$ cat config.mk
export PLATFORM = sky130hd
export DESIGN_NAME = fp_argmax_classifier
export DESIGN_NICKNAME = d
export VERILOG_FILES = /design/src/rtl/fp_pkg.sv /design/src/rtl/fp_gt.sv /design/src/rtl/fp_argmax_classifier.sv
export SDC_FILE = /design/constraint.sdc
export NUM_CORES = 1
export LEC_CHECK = 0
export CORE_MARGIN = 5
export CORE_UTILIZATION = 59
export CTS_CLUSTER_SIZE = 30
export DETAILED_ROUTE_END_ITERATION = 10
export HOLD_SLACK_MARGIN = 0.08
export PLACE_DENSITY = 0.85
export SYNTH_ARGS = -nofsm -noshare
export SYNTH_HDL_FRONTEND = slang
export SYNTH_SLANG_ARGS = --single-unit
$ cat constraint.sdc
create_clock -name clk -period 4.41 [get_ports clk]
set_input_delay 0.882 -clock clk [delete_from_list [all_inputs] [get_ports clk]]
set_output_delay 0.882 -clock clk [all_outputs]
set_load 0.1 [all_outputs]
$ cat src/rtl/fp_pkg.sv
// Shared IEEE-754 single-precision field definitions and helpers.
// Latency: n/a (types, constants and pure functions only).
// Backpressure: n/a.
package fp_pkg;

    localparam int FP_EXP_W  = 8;
    localparam int FP_MANT_W = 23;
    localparam logic [FP_EXP_W-1:0] FP_EXP_ALL1 = '1;

    typedef struct packed {
        logic                 sign;
        logic [FP_EXP_W-1:0]  exp;
        logic [FP_MANT_W-1:0] mant;
    } fp32_t;

    // Accumulation state of the argmax classifier.
    typedef enum logic {
        ST_IDLE  = 1'b0,
        ST_ACCUM = 1'b1
    } argmax_state_t;

    function automatic logic is_nan(input fp32_t f);
        return (f.exp == FP_EXP_ALL1) && (f.mant != '0);
    endfunction

endpackage

$ cat src/rtl/fp_gt.sv
// Combinational IEEE-754 single greater-than (a > b) on sign-magnitude ordering.
// Latency: 0 cycles (pure combinational).
// Backpressure: none.
// Ports: a, b - operands; gt - 1 when a is strictly greater than b.
// +0 == -0, a NaN never wins, any non-NaN beats a NaN, Inf ordered normally,
// denormals compared exactly.
module fp_gt
    import fp_pkg::*;
(
    input  logic [FP_EXP_W+FP_MANT_W:0] a,
    input  logic [FP_EXP_W+FP_MANT_W:0] b,
    output logic                        gt
);

    fp32_t fa;
    fp32_t fb;
    logic [FP_EXP_W+FP_MANT_W-1:0] mag_a;
    logic [FP_EXP_W+FP_MANT_W-1:0] mag_b;

    assign fa    = a;
    assign fb    = b;
    assign mag_a = {fa.exp, fa.mant};
    assign mag_b = {fb.exp, fb.mant};

    always_comb begin
        gt = 1'b0;
        if (is_nan(fa)) begin
            gt = 1'b0;
        end else if (is_nan(fb)) begin
            gt = 1'b1;
        end else if ((mag_a == '0) && (mag_b == '0)) begin
            // signed zeros are equal
            gt = 1'b0;
        end else if (fa.sign != fb.sign) begin
            gt = ~fa.sign;
        end else if (!fa.sign) begin
            gt = (mag_a > mag_b);
        end else begin
            // both negative: smaller magnitude is the larger value
            gt = (mag_a < mag_b);
        end
    end

endmodule

$ cat src/rtl/fp_argmax_classifier.sv
// Per-pixel argmax over NUM_CLASSES float scores; emits the winning class index.
// Latency: result valid 1 cycle after the last score of a pixel.
// Backpressure: one-entry result register; a completion while a result is held
//   and not accepted is dropped and sets sticky overflow. Upstream is never stalled.
// Ports: clk, rst (async active-low), flush (abandons partial pixel),
//   in_data/in_valid (score stream), out_idx/out_valid/out_ready (result),
//   overflow (sticky lost result), busy (pixel partially accumulated).
// Optional: FP_ARGMAX_SCORE_OUT_EN adds out_score carrying the winning score.
module fp_argmax_classifier
    import fp_pkg::*;
#(
    parameter int WIDTH       = 32,   // only 32 supported
    parameter int NUM_CLASSES = 7,    // must be >= 2
    parameter int IDX_WIDTH   = $clog2(NUM_CLASSES)
) (
    input  logic                 clk,
    input  logic                 rst,
    input  logic                 flush,
    input  logic [WIDTH-1:0]     in_data,
    input  logic                 in_valid,
    output logic [IDX_WIDTH-1:0] out_idx,
    output logic                 out_valid,
    input  logic                 out_ready,
`ifdef FP_ARGMAX_SCORE_OUT_EN
    output logic [WIDTH-1:0]     out_score,
`endif
    output logic                 overflow,
    output logic                 busy
);

    localparam logic [IDX_WIDTH-1:0] LAST_CLS = IDX_WIDTH'(NUM_CLASSES - 1);

    argmax_state_t        state, state_nxt;
    logic [IDX_WIDTH-1:0] cls_cnt, cls_cnt_nxt;
    logic [WIDTH-1:0]     best_val, best_val_nxt;
    logic [IDX_WIDTH-1:0] best_idx, best_idx_nxt;
    logic [IDX_WIDTH-1:0] out_idx_nxt;
    logic                 out_valid_nxt;
    logic                 overflow_nxt;
    logic                 score_gt;
    logic                 done;
    logic                 load_result;
`ifdef FP_ARGMAX_SCORE_OUT_EN
    logic [WIDTH-1:0]     out_score_nxt;
`endif

    fp_gt u_fp_gt (
        .a  (in_data),
        .b  (best_val),
        .gt (score_gt)
    );

    // Accumulation: next-state and running best.
    always_comb begin
        state_nxt    = state;
        cls_cnt_nxt  = cls_cnt;
        best_val_nxt = best_val;
        best_idx_nxt = best_idx;
        done         = 1'b0;
        if (flush) begin
            // partial best is left stale; IDLE reloads it on the next score
            state_nxt   = ST_IDLE;
            cls_cnt_nxt = '0;
        end else if (in_valid) begin
            case (state)
                ST_IDLE: begin
                    best_val_nxt = in_data;
                    best_idx_nxt = '0;
                    cls_cnt_nxt  = IDX_WIDTH'(1);
                    state_nxt    = ST_ACCUM;
                end
                ST_ACCUM: begin
                    if (score_gt) begin
                        best_val_nxt = in_data;
                        best_idx_nxt = cls_cnt;
                    end
                    if (cls_cnt == LAST_CLS) begin
                        cls_cnt_nxt = '0;
                        state_nxt   = ST_IDLE;
                        done        = 1'b1;
                    end else begin
                        cls_cnt_nxt = cls_cnt + IDX_WIDTH'(1);
                    end
                end
                default: begin
                    state_nxt   = ST_IDLE;
                    cls_cnt_nxt = '0;
                end
            endcase
        end
    end

    // Result register: load when empty or being drained this cycle, else drop.
    assign load_result = done && (!out_valid || out_ready);

    always_comb begin
        out_valid_nxt = out_valid;
        out_idx_nxt   = out_idx;
        overflow_nxt  = overflow;
`ifdef FP_ARGMAX_SCORE_OUT_EN
        out_score_nxt = out_score;
`endif
        if (load_result) begin
            out_valid_nxt = 1'b1;
            out_idx_nxt   = best_idx_nxt;
`ifdef FP_ARGMAX_SCORE_OUT_EN
            out_score_nxt = best_val_nxt;
`endif
        end else if (done) begin
            overflow_nxt = 1'b1;
        end else if (out_valid && out_ready) begin
            out_valid_nxt = 1'b0;
        end
    end

    always_ff @(posedge clk or negedge rst) begin
        if (!rst) begin
            state     <= ST_IDLE;
            cls_cnt   <= '0;
            best_val  <= '0;
            best_idx  <= '0;
            out_idx   <= '0;
            out_valid <= 1'b0;
            overflow  <= 1'b0;
        end else begin
            state     <= state_nxt;
            cls_cnt   <= cls_cnt_nxt;
            best_val  <= best_val_nxt;
            best_idx  <= best_idx_nxt;
            out_idx   <= out_idx_nxt;
            out_valid <= out_valid_nxt;
            overflow  <= overflow_nxt;
        end
    end

`ifdef FP_ARGMAX_SCORE_OUT_EN
    always_ff @(posedge clk or negedge rst) begin
        if (!rst) begin
            out_score <= '0;
        end else begin
            out_score <= out_score_nxt;
        end
    end
`endif

    assign busy = (cls_cnt != '0);

endmodule

* After elaboration in Yosys (flattened, before gate mapping) *
Cells that the tools add are included.

word-level totals
  word-level logic and storage cells = 63
  input port bits = 37
  output and inout port bits = 6
  register bits after elaboration = 44

cells by class
  reductions and logical operators = 17
  equal/unequal tests = 6
  multiplexer cells = 26
  $lt $le $gt $ge = 2
  add/sub/neg operators = 1
  bitwise operators = 4

operator list
  kind                   number
  $pmux W32 S2           1
  $logic_not A31 Y1      2
  $reduce_bool A23 Y1    2
  $mux W32               1
  $gt A31 B31 Y1         1
  $lt A31 B31 Y1         1
  $mux W3                6
  $eq A8 B8 Y1 const B   2
  $mux W1                15
  $pmux W3 S2            2
  $logic_and A1 B1 Y1    5
  $ne A2 B1 Y1 const B   2
  $not A1 Y1             4
  $reduce_and A2 Y1      2
  $reduce_bool A2 Y1     2
  $add A3 B1 Y3 const B  1
  $eq A3 B3 Y1 const B   1
  $reduce_and A3 Y1      1
  $reduce_bool A3 Y1     1
  $pmux W1 S2            1
  $logic_not A1 Y1       1
  $logic_or A1 B1 Y1     1
  $ne A1 B1 Y1           1

* Logic depth before layout (Yosys ltp) *
  word-level depth = 10
  depth in mapped cells = 11
  depth with buffers taken out = 10

* By module *
From an unflattened synthesis, not the netlist that was laid out.

unflattened totals
  cell total of the unflattened synthesis = 271
  area, all modules = 2,952.8 um^2

modules (own cells, without submodules)
  module                instances  sequential area each (um^2)  area an instance (um^2)  cells each
  fp_argmax_classifier  1          1,101.1                      1,951.9                  127
  fp_gt                 1          0.0                          1,001.0                  144

* Least setup slack after synthesis *
No wires, ideal clock.

  kind = in2reg
  from = input port in_data[29]
  to = register best_val[12]
  library setup time = 0.128 ns
  stages on the path = 10
  slack = 1.295 ns
  path buffers = 1
  arrival = 2.988 ns
  data required time = 4.282 ns
  path through = ha_1 -> nand4_1 -> nor4_2 -> nor3b_2 -> a21boi_2 -> or3_1 -> a21oi_4 -> o31ai_4 -> buf_6 -> mux2_1

on the way
  word-level cells in the longest chain between the ends = 8
  elaborated cells between the ends (all ways) = 13
  those cells by class = order compare (2); eq/ne (2); mux (5); reduce/logical (4)

ends and longest elaborated chain
  element                                           RTL line                     RTL
  start: declaration                                fp_argmax_classifier.sv:19   input logic [WIDTH-1:0] in_data,
  $gt A31 B31 Y1 or $lt A31 B31 Y1 (tied branches)  fp_gt.sv:37, fp_gt.sv:40
  $mux W1                                           fp_gt.sv:36                  end else if (!fa.sign) begin
  $mux W1                                           fp_gt.sv:34                  end else if (fa.sign != fb.sign) begin
  $mux W1                                           fp_gt.sv:31                  end else if ((mag_a == '0) && (mag_b == '0)) begin
  $mux W1                                           fp_gt.sv:29                  end else if (is_nan(fb)) begin
  $mux W1 *                                         fp_gt.sv:27                  if (is_nan(fa)) begin
  $ne A2 B1 Y1 (no source line) *                   -
  $reduce_and A3 Y1 (no source line) *              -
  end signal: assignment                            fp_argmax_classifier.sv:128  best_val <= best_val_nxt;
  end: declaration                                  fp_argmax_classifier.sv:35   logic [WIDTH-1:0] best_val, best_val_nxt;

Every way passes the cells marked *; elsewhere a longest branch is shown, timed or not.
A chain may end at the register's enable or synchronous reset.

* Final worst setup path *
  from = input port in_data[29]
  to = register best_val[9]

The elaborated chain is that of the path after synthesis.

==> reports/results.ini <==
[route]
dr.first_iter.drc_count = 170
drtAntennaViolNets = 0
viasPerCell = 5.755
drc_errors = 0
routedWlPerCell_um = 16.24
vias = 2227
wl_mm = 6.285
drtPass1Iterations = 4

[timing]
tns_ns = 0
fin_crit_ns = 3.764
hold_viol_final = 0
finalClockSkew_ns = 0.005886
worstMarginPinSlew_ns = 0.9644
finalSetupViolations = 0
fin_crit_sh_pct = 85.35
rsz0062_at_grt = false
max_freq_ghz = 0.2657
drv_slew = 0
relSlewSlack_pct = 35.51

[layout]
final_cell_mix = 44 x dfrtp_1, 41 x clkdlybuf4s50_1, 39 x inv_1
layout.cells.non_filler = 387
seq_area_sq_um = 1101
final_common_cell = dfrtp_1
fin_nets = 388
num_antenna_cells = 0
area_growth_syn_to_layout_pct = 19.57
drive_above_1_share_pct = 14.06
multi_input_area_sq_um = 1584
finish.instance_area_sq_um = 3440
fillers = 365

[synth]
syn_avg_cell_area_sq_um = 10.46
synth-seq-cells = 44
seq_area_frac_synth_pct = 38.28
synthFlopType = dfrtp_1
yosysWarnings = 0
synthCells = 275
synth_nets = 343
synth_edf_count = 0
netlist_area_sq_um = 2877
yosysUniqueCellTypes = 41
synthArstFlopShare_pct = 100.0

[worst_setup_path]
worst_r2r_path_depth = 11
slowest_stage = clkdlybuf4s50_1
crit_path_start_kind = input pin
cp.required_ns = 4.59
crit_path_cell_trace = clkdlybuf4s50_1 > ha_1 > nand4_1 > nor4_2 > nor3b_2 > a21boi_2 > or3_1 > a21oi_4 > o31ai_4 > buf_12 > mux2_1
rr_endpoint = best_val[9]
reg2reg_from = best_val[29]
crit_type = in2reg
worstSetupEndpointType = flip-flop
crit_arrival_ns = 3.94
slowest_delay_ns = 0.49
rrSetupSlack_ns = 1.29
cp_max_fo = 24

[clock_network]
cts_setup_buffers = 0
insertion_delay_ns = 0.30
clock-sinks = 44
cts_tree = done
clockBufferDepth = 2
cts_hold_buf = 0
cts_resized = 0
htree_levels = 2
cts_root_buffer = clkbuf_8
cts_buffers = 5
clk_pin_slew_ns = 0.08

[status]
status = completed

[die]
ios = 43
dieArea_sq_um = 6372
die_h_um = 79.83
die_w_um = 79.83
core_sq_um = 4723
rows = 25
initial_core_util_pct = 60.90

[placement]
hpwl_mm = 4.826
dp.cells = 380
gp_congestion = 0.8278
port_buffers = 42
placed_area_sq_um = 3358

[worst_hold_path]
min_from = overflow
hold_class = reg2reg
holdPathStages = 1
hold_end = overflow

[global_routing]
global_route.usage.met1_pct = 29.45
grt_use_met3_pct = 3.725
gr-total-overflow = 0
antenna_found_initial = 0
grt_usage_pct = 21.85
top_usage_layer = met2
grt_pass1_vias = 2311
grt_first_pass_wirelength_mm = 10.95
grt_max_degree = 45
grt_use_met2_pct = 35.31

[pwr]
ir_drop_uv = 172.6
p_clk_share_pct = 19.5
pwr-share-comb_pct = 35.6
p_seq_share_pct = 44.9
p_per_area_nw_per_um2 = 363.6
internal-power_uw = 820.5
leakage_uw = 0.001635
switchingPower_uw = 430.1
p_sw_share_pct = 34.39

[flow_run]
cap_viol_max_count = 0

[flip-flops by register name, summed over array words and instances (netlist names)]
signal	flops
best_idx	3
best_val	32
cls_cnt	3
out_idx	3
out_valid	1
overflow	1
state	1
[through the flow]
step	util, %	hold WS [ns]	total power, uW	setup slack, ns
CTS	72.82	0.4842	1256	0.6565
finish	72.82	0.4770	1251	0.6462
detailed placement	71.10	0.4617	1009	0.3390
global route	72.82	0.5070	1343	0.5025
floorplan	-	0.4862	868.1	1.295
global placement	71.10	0.4648	979.7	0.5183
[power groups by stage]
stage | Combinational (uW) | Sequential (uW) | Clock (uW)
6_report | 445 | 561 | 244
5_1_grt | 501 | 575 | 267
4_1_cts | 447 | 559 | 249
3_5_place_dp | 444 | 565 | 0
3_3_place_gp | 418 | 562 | 0
2_1_floorplan | 319 | 549 | 0
[worst max-delay path by stage]
stage,start,endpoint,depth (start not counted)
4_1_cts,in_data[29],best_val[9],11
3_5_place_dp,in_data[29],best_val[9],11
5_1_grt,in_data[29],best_val[9],11
2_1_floorplan,in_data[29],best_val[12],10
6_report,in_data[29],best_val[9],11
3_3_place_gp,in_data[29],best_val[9],11
[worst max-delay path, delay by kind of cell]
kind                     cells  cell delay, ns
AO/OA/AOI/OAI                3            0.60
adder cells (fa/ha/maj)      1            0.37
AND/OR/NAND/NOR              4            0.97
multiplexers                 1            0.35
buffers and inverters        2            0.74
[layout make-up]
| type | count | share of cell area, % |
|---|---|---|
| Multi-Input combinational cell | 186 | 46.05 |
| Sequential cell | 44 | 32.01 |
| Timing Repair Buffer | 44 | 12.88 |
| Inverter | 39 | 4.256 |
| Tap cell | 67 | 2.437 |
| Clock buffer | 5 | 2.001 |
| Clock inverter | 2 | 0.3638 |
[cells by family (layout without fill, tap and decap cells)]
| group | count (synthesis) | in the layout | share of synthesized area (%) |
|---|---|---|---|
| AOI/OAI and AO/OA | 39 | 39 | 9.440 |
| DFF | 44 | 44 | 38.28 |
| buffers and inverters | 45 | 90 | 6.655 |
| muxes | 32 | 32 | 15.88 |
| adders and majority gates | 31 | 31 | 13.48 |
| and+or+nand+nor | 84 | 84 | 16.27 |
[synthesized netlist by cell type, types with 4 or more instances]
cell	n	area, sq um
a21oi_1	13	65.06
dfrtp_1	44	1101
ha_1	31	387.9
inv_1	39	146.4
mux2_4	26	390.4
nand2_1	17	63.81
nand3_1	8	40.04
nand4_1	12	75.07
nor2_1	11	41.29
nor3_1	5	25.02
nor4_1	14	87.58
o21ai_0	4	20.02
or3_1	4	25.02
[per-layer routing]
metal  part of all wire (%)  routed length [um]  up-vias
li1                       -                   -     1091
met1                     46                2917     1086
met2                     48                3048       37
met3                    2.9                 182       13
met4                    2.2                 136        0
met5                      0                   0        -
(Power assumes the default switching activity.)
